### src/rtl/alu_pkg.sv
// Shared ALU control codes, opcode/funct constants and the default datapath width
// for the ID/EX stage and its decoder.
package alu_pkg;

  localparam int unsigned DATA_W = 48;

  localparam logic [3:0] ALU_AND = 4'h0;
  localparam logic [3:0] ALU_OR  = 4'h1;
  localparam logic [3:0] ALU_ADD = 4'h2;
  localparam logic [3:0] ALU_SUB = 4'h6;
  localparam logic [3:0] ALU_SLT = 4'h7;
  localparam logic [3:0] ALU_NOR = 4'hC;

  localparam logic [5:0] OP_RTYPE = 6'h00;
  localparam logic [5:0] OP_BEQ   = 6'h04;
  localparam logic [5:0] OP_ADDI  = 6'h08;
  localparam logic [5:0] OP_SLTI  = 6'h0A;
  localparam logic [5:0] OP_ANDI  = 6'h0C;
  localparam logic [5:0] OP_ORI   = 6'h0D;
  localparam logic [5:0] OP_LW    = 6'h23;
  localparam logic [5:0] OP_SW    = 6'h2B;

  localparam logic [5:0] FN_ADD = 6'h20;
  localparam logic [5:0] FN_SUB = 6'h22;
  localparam logic [5:0] FN_AND = 6'h24;
  localparam logic [5:0] FN_OR  = 6'h25;
  localparam logic [5:0] FN_NOR = 6'h27;
  localparam logic [5:0] FN_SLT = 6'h2A;

  typedef struct packed {
    logic [3:0] control;
    logic       b_is_imm;
    logic       zext;
    logic       reg_wen;
    logic       mem_rd;
    logic       mem_wr;
    logic       illegal;
  } dec_t;

endpackage

### src/rtl/alu_ctrl_dec.sv
// Combinational opcode/funct decoder producing ALU control and operand/side-effect flags.
module alu_ctrl_dec (
  input  logic [5:0]   opcode,
  input  logic [5:0]   funct,
  output alu_pkg::dec_t dec
);
  import alu_pkg::*;

  always_comb begin
    dec          = '0;
    dec.control  = ALU_ADD;
    dec.b_is_imm = 1'b1;
    case (opcode)
      OP_RTYPE: begin
        dec.b_is_imm = 1'b0;
        dec.reg_wen  = 1'b1;
        case (funct)
          FN_AND:  dec.control = ALU_AND;
          FN_OR:   dec.control = ALU_OR;
          FN_ADD:  dec.control = ALU_ADD;
          FN_SUB:  dec.control = ALU_SUB;
          FN_SLT:  dec.control = ALU_SLT;
          FN_NOR:  dec.control = ALU_NOR;
          default: begin
            dec.reg_wen = 1'b0;
            dec.illegal = 1'b1;
          end
        endcase
      end
      OP_ADDI: dec.reg_wen = 1'b1;
      OP_ANDI: begin dec.reg_wen = 1'b1; dec.zext = 1'b1; dec.control = ALU_AND; end
      OP_ORI:  begin dec.reg_wen = 1'b1; dec.zext = 1'b1; dec.control = ALU_OR;  end
      OP_SLTI: begin dec.reg_wen = 1'b1; dec.control = ALU_SLT; end
      OP_LW:   begin dec.reg_wen = 1'b1; dec.mem_rd = 1'b1; end
      OP_SW:   dec.mem_wr = 1'b1;
      OP_BEQ:  begin dec.b_is_imm = 1'b0; dec.control = ALU_SUB; end
      default: dec.illegal = 1'b1;
    endcase
  end

endmodule

### src/rtl/id_ex_stage.sv
// ID/EX pipeline register with immediate extension and ALU control decode.
// Optional EX/MEM and MEM/WB operand forwarding enabled by defining ID_EX_FWD_EN.
module id_ex_stage #(
  parameter int unsigned DATA_W = alu_pkg::DATA_W,
  parameter int unsigned IMM_W  = 16,
  parameter int unsigned REG_AW = 5
) (
  input  logic              clk,
  input  logic              rst,
  input  logic              flush,
  input  logic              in_valid,
  output logic              in_ready,
  input  logic [5:0]        in_opcode,
  input  logic [5:0]        in_funct,
  input  logic [REG_AW-1:0] in_rs_addr,
  input  logic [REG_AW-1:0] in_rt_addr,
  input  logic [REG_AW-1:0] in_rd_addr,
  input  logic [DATA_W-1:0] in_rs_data,
  input  logic [DATA_W-1:0] in_rt_data,
  input  logic [IMM_W-1:0]  in_imm,
  input  logic              exm_wen,
  input  logic [REG_AW-1:0] exm_rd,
  input  logic [DATA_W-1:0] exm_data,
  input  logic              mwb_wen,
  input  logic [REG_AW-1:0] mwb_rd,
  input  logic [DATA_W-1:0] mwb_data,
  output logic              out_valid,
  input  logic              out_ready,
  output logic [DATA_W-1:0] alu_a,
  output logic [DATA_W-1:0] alu_b,
  output logic [3:0]        alu_control,
  output logic [REG_AW-1:0] out_rd_addr,
  output logic              out_reg_wen,
  output logic              out_mem_rd,
  output logic              out_mem_wr,
  output logic [DATA_W-1:0] out_store_data,
  output logic              out_illegal
);
  import alu_pkg::*;

  dec_t              dec;
  logic [DATA_W-1:0] imm_ext;

  logic              valid_q;
  logic [DATA_W-1:0] rs_q, rt_q, imm_q;
  logic [REG_AW-1:0] rs_addr_q, rt_addr_q, rd_q;
  logic [3:0]        control_q;
  logic              b_is_imm_q, reg_wen_q, mem_rd_q, mem_wr_q, illegal_q;
  logic [DATA_W-1:0] fwd_a, fwd_b;

  alu_ctrl_dec u_dec (
    .opcode (in_opcode),
    .funct  (in_funct),
    .dec    (dec)
  );

  always_comb begin
    if (dec.zext) imm_ext = {{(DATA_W-IMM_W){1'b0}}, in_imm};
    else          imm_ext = {{(DATA_W-IMM_W){in_imm[IMM_W-1]}}, in_imm};
  end

  assign in_ready = !valid_q || out_ready;

  // Flush kills both the held entry and a same-cycle capture; the input is still consumed.
  always_ff @(posedge clk or posedge rst) begin
    if (rst) begin
      valid_q    <= 1'b0;
      rs_q       <= '0;
      rt_q       <= '0;
      imm_q      <= '0;
      rs_addr_q  <= '0;
      rt_addr_q  <= '0;
      rd_q       <= '0;
      control_q  <= '0;
      b_is_imm_q <= 1'b0;
      reg_wen_q  <= 1'b0;
      mem_rd_q   <= 1'b0;
      mem_wr_q   <= 1'b0;
      illegal_q  <= 1'b0;
    end else begin
      if (flush)         valid_q <= 1'b0;
      else if (in_ready) valid_q <= in_valid;
      if (in_valid && in_ready && !flush) begin
        rs_q       <= in_rs_data;
        rt_q       <= in_rt_data;
        imm_q      <= imm_ext;
        rs_addr_q  <= in_rs_addr;
        rt_addr_q  <= in_rt_addr;
        rd_q       <= in_rd_addr;
        control_q  <= dec.control;
        b_is_imm_q <= dec.b_is_imm;
        reg_wen_q  <= dec.reg_wen;
        mem_rd_q   <= dec.mem_rd;
        mem_wr_q   <= dec.mem_wr;
        illegal_q  <= dec.illegal;
      end
    end
  end

`ifdef ID_EX_FWD_EN
  always_comb begin
    fwd_a = rs_q;
    fwd_b = rt_q;
    if (valid_q) begin
      if (exm_wen && exm_rd == rs_addr_q && rs_addr_q != '0)      fwd_a = exm_data;
      else if (mwb_wen && mwb_rd == rs_addr_q && rs_addr_q != '0) fwd_a = mwb_data;
      if (exm_wen && exm_rd == rt_addr_q && rt_addr_q != '0)      fwd_b = exm_data;
      else if (mwb_wen && mwb_rd == rt_addr_q && rt_addr_q != '0) fwd_b = mwb_data;
    end
  end
`else
  logic unused_fwd;
  assign unused_fwd = ^{exm_wen, exm_rd, exm_data, mwb_wen, mwb_rd, mwb_data,
                        rs_addr_q, rt_addr_q};
  assign fwd_a = rs_q;
  assign fwd_b = rt_q;
`endif

  assign out_valid      = valid_q;
  assign alu_a          = fwd_a;
  assign alu_b          = b_is_imm_q ? imm_q : fwd_b;
  assign out_store_data = fwd_b;
  assign alu_control    = control_q;
  assign out_rd_addr    = rd_q;
  assign out_reg_wen    = reg_wen_q && (rd_q != '0);
  assign out_mem_rd     = mem_rd_q;
  assign out_mem_wr     = mem_wr_q;
  assign out_illegal    = illegal_q;

endmodule
### config.mk
export PLATFORM = sky130hd
export DESIGN_NAME = id_ex_stage
export DESIGN_NICKNAME = d
export VERILOG_FILES = /design/src/rtl/alu_pkg.sv /design/src/rtl/alu_ctrl_dec.sv /design/src/rtl/id_ex_stage.sv
export SDC_FILE = /design/constraint.sdc
export NUM_CORES = 1
export LEC_CHECK = 0
export CORE_AREA = 8 8 156 158
export CTS_CLUSTER_SIZE = 16
export DETAILED_ROUTE_END_ITERATION = 10
export DIE_AREA = 0 0 164 166
export GPL_TIMING_DRIVEN = 0
export PLACE_DENSITY = 0.65
export SETUP_SLACK_MARGIN = 0.3
export SLEW_MARGIN = 15
export SYNTH_ARGS = -nofsm -noshare
export SYNTH_HDL_FRONTEND = slang
export SYNTH_SLANG_ARGS = --single-unit
export TNS_END_PERCENT = 10
### constraint.sdc
create_clock -name clk -period 11.97 [get_ports clk]
set_clock_uncertainty 0.1 [all_clocks]
set_input_delay 1.7955 -clock clk [delete_from_list [all_inputs] [get_ports clk]]
set_output_delay 1.7955 -clock clk [all_outputs]
set_load 0.1 [all_outputs]
# After elaboration in Yosys (flattened, before gate mapping)
# Index checks and enable logic that the tools add are counted.
[op_classes]
n_eq_ne = 13
muxes = 14
reduce_logical = 14
[ops]
columns = ["cell", "n"]
rows = [
  ["$mux W48", 2],
  ["$eq A6 B6 Y1 const B", 8],
  ["$pmux W4 S5", 2],
  ["$eq A6 B4 Y1 const B", 4],
  ["$mux W1", 8],
  ["$reduce_or A7 Y1", 1],
  ["$eq A6 B3 Y1 const B", 1],
  ["$logic_not A6 Y1", 1],
  ["$reduce_or A6 Y1", 1],
  ["$reduce_bool A5 Y1", 1],
  ["$reduce_or A5 Y1", 1],
  ["$pmux W1 S2", 2],
  ["$reduce_or A2 Y1", 2],
  ["$logic_and A1 B1 Y1", 3],
  ["$logic_not A1 Y1", 2],
  ["$reduce_bool A2 Y1", 1],
  ["$logic_or A1 B1 Y1", 1],
]
[word_totals]
ff_bits = 159
in_bits = 252
out_inout_bits = 159
word_cells = 52

# Logic depth before layout (Yosys ltp)
# Gate-level depths: netlist of the first run.
[logic_depth]
depth_word = 4
ltp_mapped = 8
depth_no_buf = 5

# Modules after synthesis
# A second synthesis of the first run with hierarchy kept.
[unflattened]
hier_cells = 414
area_unflattened_um2 = 5765.5
[modules_own_cells]
columns = ["mod", "instances", "cells_each", "area_each_um2", "seq_area_each_um2"]
rows = [
  ["id_ex_stage", 1, 367, 5457.7, 3203.1],
  ["alu_ctrl_dec", 1, 47, 307.8, 0.0],
]

# Worst setup path before layout of the first run
# Ideal clock, no wire load.
[synth_timing]
path_type = "flip-flop to output port"
startpoint = "register rt_q[16], in the netlist out_store_data[16]"
endpoint = "output alu_b[16]"
arrival_ns = 3.180
required_ns = 10.075
setup_slack_ns = 6.894
path_stages_with_launch = 3
path_buffers = 0
path_cell_list = "dfrtp_1 inv_1 o21ai_0"
[synth_between]
elab_chain_len = 1
[synth_rtl]
columns = ["element", "line", "rtl"]
rows = [
  ["start: declaration", "id_ex_stage.sv:45", "logic [DATA_W-1:0] rs_q, rt_q, imm_q;"],
  ["start signal: assignment", "id_ex_stage.sv:85", "rt_q <= in_rt_data;"],
  ["$mux W48", "id_ex_stage.sv:121", "assign alu_b = b_is_imm_q ? imm_q : fwd_b;"],
  ["end: declaration", "id_ex_stage.sv:30", "output logic [DATA_W-1:0] alu_b,"],
]
# No other way between the ends.

# Final worst setup path of the first run
[layout_timing]
startpoint = "input out_ready"
endpoint = "output in_ready"
[layout_between]
elab_chain_len = 1
[layout_rtl]
columns = ["element", "line", "rtl"]
rows = [
  ["start: declaration", "id_ex_stage.sv:28", "input logic out_ready,"],
  ["$logic_or A1 B1 Y1", "id_ex_stage.sv:62", "assign in_ready = !valid_q || out_ready;"],
  ["end: declaration", "id_ex_stage.sv:12", "output logic in_ready,"],
]
# No other way between the ends.

==> metrics.txt, run 1 <==
cell taking the most area after synthesis=dfrtp_1; Initial Util=0.251; layout cells sized above 1=0.0851; HPWL Detailed=16.6 mm; NetSw=0.00104 W; H-Tree Depth=4; RSZ-0062 raised after global routing=false; register bit total from synthesis=128; DIE AREA=0.0272 mm2; share of the synthesized area in the top cell type=0.578; clock sinks=128; final hold vios=0; CP endpoint=in_ready; crit end category=primary output; post-synth cell types=45; row count=55; Die Width=164 um; Max Slew Vio Count=0; VDD IR max=0.0945 mV; core area=0.0221 mm2; largest net degree at the start of global routing=93; hold slack final=0.368 ns; Commonest cells post-synth=294 x nand2_1, 128 x dfrtp_1, 36 x o21ai_1, 34 x o21ai_0, 33 x inv_1; antenna violations before repair=0; CP arrival=3.54 ns; IO Count=411; post-synthesis cell count=628; # DRC=0; die height=166 um; Tightest Pin Transition=1.09 ns; period utilization=0.454; sequential share of power=0.255; Layout area overhead=70.2%; clk root buf=clkbuf_16; final core utilization=0.427; Worst Setup Start Kind=input pin; drt initial violations=301; wire per inst=17.5 um; clock-pin transition on the worst setup and hold timing paths=0.06 ns; worst reg2reg path depth=7; final number of setup-violating endpoints=0; Avg Inst Size Synth=8.82 um2; post-CTS sizing=0; ANT nets after route=0; Post-CTS Setup Bufs=0; synthesized area=0.00554 mm2; total number of vias=5319; status=finished clean; asr flop ratio synth=1.00; CTS tree=yes; power density cells=221 mW/mm2; DRT Pass-1 Iters=4; Setup CP Type=input pin to primary output; Buffers on Ports=292; total wire length=21.6 mm; Min-Delay Path Class=register to register; fmax=184 MHz; Sw Share=0.499; gr usage total=0.158; Comb power frac=0.497; crit path launch=out_ready; Slew HR=0.270; Lkg Pwr=4.35 nW; total power=0.00208 W; overall overflow remaining after global route=0; Pint=0.00104 W; ys flop type=dfrtp_1; max_cap viols=0; flop-to-flop setup slack=10.14 ns; reg-to-reg startpoint=out_valid; hold-fix buffers at CTS=0; vias in the first global route=5622; register area share after synthesis=0.578; nets@finish=1192; Net Count, Synth=880; Critical Path RT=10.07 ns; vias per cell=4.30; global-route wire length before repair=33.2 mm; yosys warns=0; synth top area cells=dfrtp_1 58%, nand2_1 20%, o21ai_1 3.3%, mux2_2 3.3%, o21ai_0 3.1%; Num CTS Buffers=17; Period minus WS final=5.44 ns; deepest clock path buffer count=2; n_diodes=0; global placer's final weighted congestion=0.799; Final TNS setup=0 ns; Reg2Reg Capture Point=alu_a[7]; Clock Power Share=0.247; Clk Latency, worst-skew pair=0.40 ns; most numerous cell in the Yosys netlist=nand2_1; Post-synth EDFFs=0; worst-path fanout max=3
## metal layers
layer	wire (um)	track usage	vias up
met1	9390	0.196	2507
met5	0	0	-
met4	369	0.0542	0
li1	-	-	2611
met2	10300	0.259	183
met3	1560	0.0446	18
## sequential cells by signal, indices dropped and copies added, names as in the netlist
name            count
imm_q              17
reg_wen_q           1
out_store_data     48
out_illegal         1
out_rd_addr         5
out_valid           1
alu_a              48
out_mem_rd          1
out_mem_wr          1
alu_control         4
b_is_imm_q          1
## metrics by stage
stage / cells / setup WS (ns) / area (um2)
after global routing: 1237 / 6.50 / 9430
after CTS: 1237 / 6.53 / 9430
final: 1237 / 6.53 / 9430
after floorplan: 628 / 6.66 / 5540
after detailed placement: 1206 / 6.53 / 8860
after global placement: 1205 / 4.48 / 8820
## cell usage in the layout, fill, tap and decap left out, types with 2 or more instances in the layout
cell type / n
o21ai_0: 34
or3_1: 2
clkdlybuf4s50_1: 292
nor2_1: 9
o21ai_1: 36
clkinv_4: 2
a21o_1: 3
dfrtp_1: 128
nor3b_1: 3
clkbuf_8: 2
a21oi_1: 2
nand2_1: 294
clkbuf_1: 13
nor2b_2: 2
clkinvlp_4: 3
inv_1: 32
buf_4: 7
clkbuf_16: 17
and3b_1: 2
nand3_1: 2
o31ai_1: 2
mux2_2: 16
buf_2: 16
clkinv_2: 2
bufinv_16: 2
## critical path, stage by stage
cell and delay, ns:
clkdlybuf4s50_1 0.48, nor2b_2 0.07, inv_2 0.07, clkdlybuf4s50_1 1.13
## area by class of cell
class                           instances  area [um2]
Tap cell                              285         357
Inverter                               34         135
Fill cell                            2187       12700
Clock buffer                           22         464
Multi-Input combinational cell        430        2010
Buffer                                 36         205
Clock inverter                          9         110
Sequential cell                       128        3200
Timing Repair Buffer                  293        2950
## how the worst min path moves through the flow
| stage | start | endpoint | slack [ns] | cells past startpoint |
|---|---|---|---|---|
| CTS | imm_q[10] | imm_q[10] | 0.37 | 2 |
| floorplan | imm_q[0] | imm_q[0] | 0.34 | 2 |
| global route | alu_a[26] | alu_a[26] | 0.39 | 2 |
| global placement | imm_q[10] | imm_q[10] | 0.35 | 2 |
| detailed placement | imm_q[10] | imm_q[10] | 0.36 | 2 |
| finish | alu_a[12] | alu_a[12] | 0.37 | 2 |
## power groups by stage
stage / registers (W) / clock network (W) / logic (W)
detailed placement: 0.000539 / 0 / 0.00104
finish: 0.000532 / 0.000515 / 0.00104
global route: 0.000540 / 0.000551 / 0.00107
global placement: 0.000537 / 0 / 0.00104
CTS: 0.000532 / 0.000531 / 0.00104
floorplan: 0.000921 / 0 / 0.000379
## cells by family (layout without fill, tap and decap cells)
logic type      Yosys count  count (layout)  share of synthesized area
flops                   128             128                      0.578
mux                      17              17                     0.0343
buf+inv                  70             394                     0.0601
simple gates            328             328                      0.242
compound gates           85              85                     0.0856
Note: power is estimated with default switching activity, not from simulation.
==> inputs of run 2 (changes only) <==
Settings changed: PLACE_DENSITY 0.65 to 0.67.
Clock period 11.97 ns to 4.66 ns, I/O delays scaled along.
==> metrics.txt, run 2 (same netlist as run 1, synthesis figures left out) <==
global-route wire length before repair=33.5 mm; Lkg Pwr=4.33 nW; final hold vios=0; gr usage total=0.160; IO Count=411; Post-CTS Setup Bufs=0; flop-to-flop setup slack=2.80 ns; antenna violations before repair=2; Die Width=164 um; Initial Util=0.251; crit end category=primary output; Period minus WS final=3.66 ns; most common cell after layout, fill and taps aside=nand2_1; Max Slew Vio Count=0; hold-fix buffers at CTS=0; Worst Setup Start Kind=register; Num CTS Buffers=17; clock-pin transition on the worst setup and hold timing paths=0.06 ns; clock sinks=128; worst-path fanout max=10; global placer's final weighted congestion=0.821; final number of setup-violating endpoints=0; Buffers on Ports=292; total number of vias=5366; die height=166 um; largest net degree at the start of global routing=71; HPWL Detailed=17.0 mm; Critical Path RT=3.86 ns; # DRC=0; max_cap viols=0; H-Tree Depth=4; Min-Delay Path Class=register to register; DRT Pass-1 Iters=5; VDD IR max=0.229 mV; Placed Area=0.00886 mm2; Tightest Pin Transition=1.12 ns; deepest clock path buffer count=2; Slew HR=0.251; status=finished clean; drt initial violations=263; Clk Latency, worst-skew pair=0.41 ns; wire per inst=17.6 um; CP arrival=2.86 ns; power density cells=564 mW/mm2; layout cells sized above 1=0.0871; period utilization=0.785; commonest non-fill, non-tap cells in the layout=294 x nand2_1, 292 x clkdlybuf4s50_1, 128 x dfrtp_1; vias in the first global route=5724; clk root buf=clkbuf_16; ANT nets after route=0; CTS tree=yes; final instance area=0.00942 mm2; Layout area overhead=70.0%; DIE AREA=0.0272 mm2; core area=0.0221 mm2; Final TNS setup=0 ns; overall overflow remaining after global route=0; RSZ-0062 raised after global routing=false; total wire length=21.9 mm; row count=55; fmax=273 MHz; post-CTS sizing=0; vias per cell=4.33; Setup CP Type=register to primary output; nets@finish=1192
## run 2: changes by cell type in the layout (fill, tap and decap cells not counted)
cell        change
bufinv_16       -1
clkbuf_8        -2
clkinv_4        -2
diode_2         +1
clkinvlp_4      +3
inv_6           +5
clkbuf_1        -1
inv_8           +1
clkinv_2        -2
## run 2: area by class of cell
class | count | area, um2
Antenna cell | 1 | 2.50
Inverter | 34 | 135
Fill cell | 2205 | 12700
Sequential cell | 128 | 3200
Tap cell | 285 | 357
Clock inverter | 13 | 130
Buffer | 36 | 205
Timing Repair Buffer | 293 | 2950
Clock buffer | 19 | 433
Multi-Input combinational cell | 430 | 2010
## run 2: power by group
group	leakage [nW]	internal, W	total [W]	switching [W]
Clock	0.256	0.000746	0.00129	0.000543
Combinational	2.50	0.000596	0.00266	0.00207
Sequential	1.58	0.00127	0.00137	0.0000948
## run 2: path summary, 6_finish.rpt
check / depth (start not counted) / end / startpoint
worst max-delay path: 4 / alu_b[26] / b_is_imm_q
worst min-delay path: 2 / imm_q[11] / imm_q[11]
worst max register to register: 7 / alu_a[7] / out_valid
worst min register to register: 2 / imm_q[11] / imm_q[11]
max in group asynchronous: 3 / out_mem_wr / rst
min in group asynchronous: 2 / alu_a[38] / rst
## run 2: metrics by stage
stage / hold slack [ns] / setup WS [ns] / cells / util / total power, W
after global routing: 0.387 / 0.919 / 1238 / 0.426 / 0.00551
after CTS: 0.372 / 0.921 / 1238 / 0.426 / 0.00538
after floorplan: 0.340 / 0.448 / 628 / - / 0.00334
after detailed placement: 0.357 / 1.37 / 1206 / 0.401 / 0.00406
final: 0.369 / 1.00 / 1239 / 0.427 / 0.00532
after global placement: 0.353 / -1.72 / 1205 / 0.399 / 0.00405
## run 2: routing by layer
layer	GRT usage	up-vias	share of wire
li1	-	2617	-
met1	0.192	2510	0.41
met2	0.260	209	0.47
met3	0.0627	26	0.10
met4	0.0463	4	0.019
met5	0	-	0.0011
## run 2: worst max-delay path, cell delays in order (launching register included)
cell and delay [ns]:
dfrtp_1 0.41, buf_2 0.23, clkbuf_1 0.25, o21ai_0 0.34
clkdlybuf4s50_1 1.21
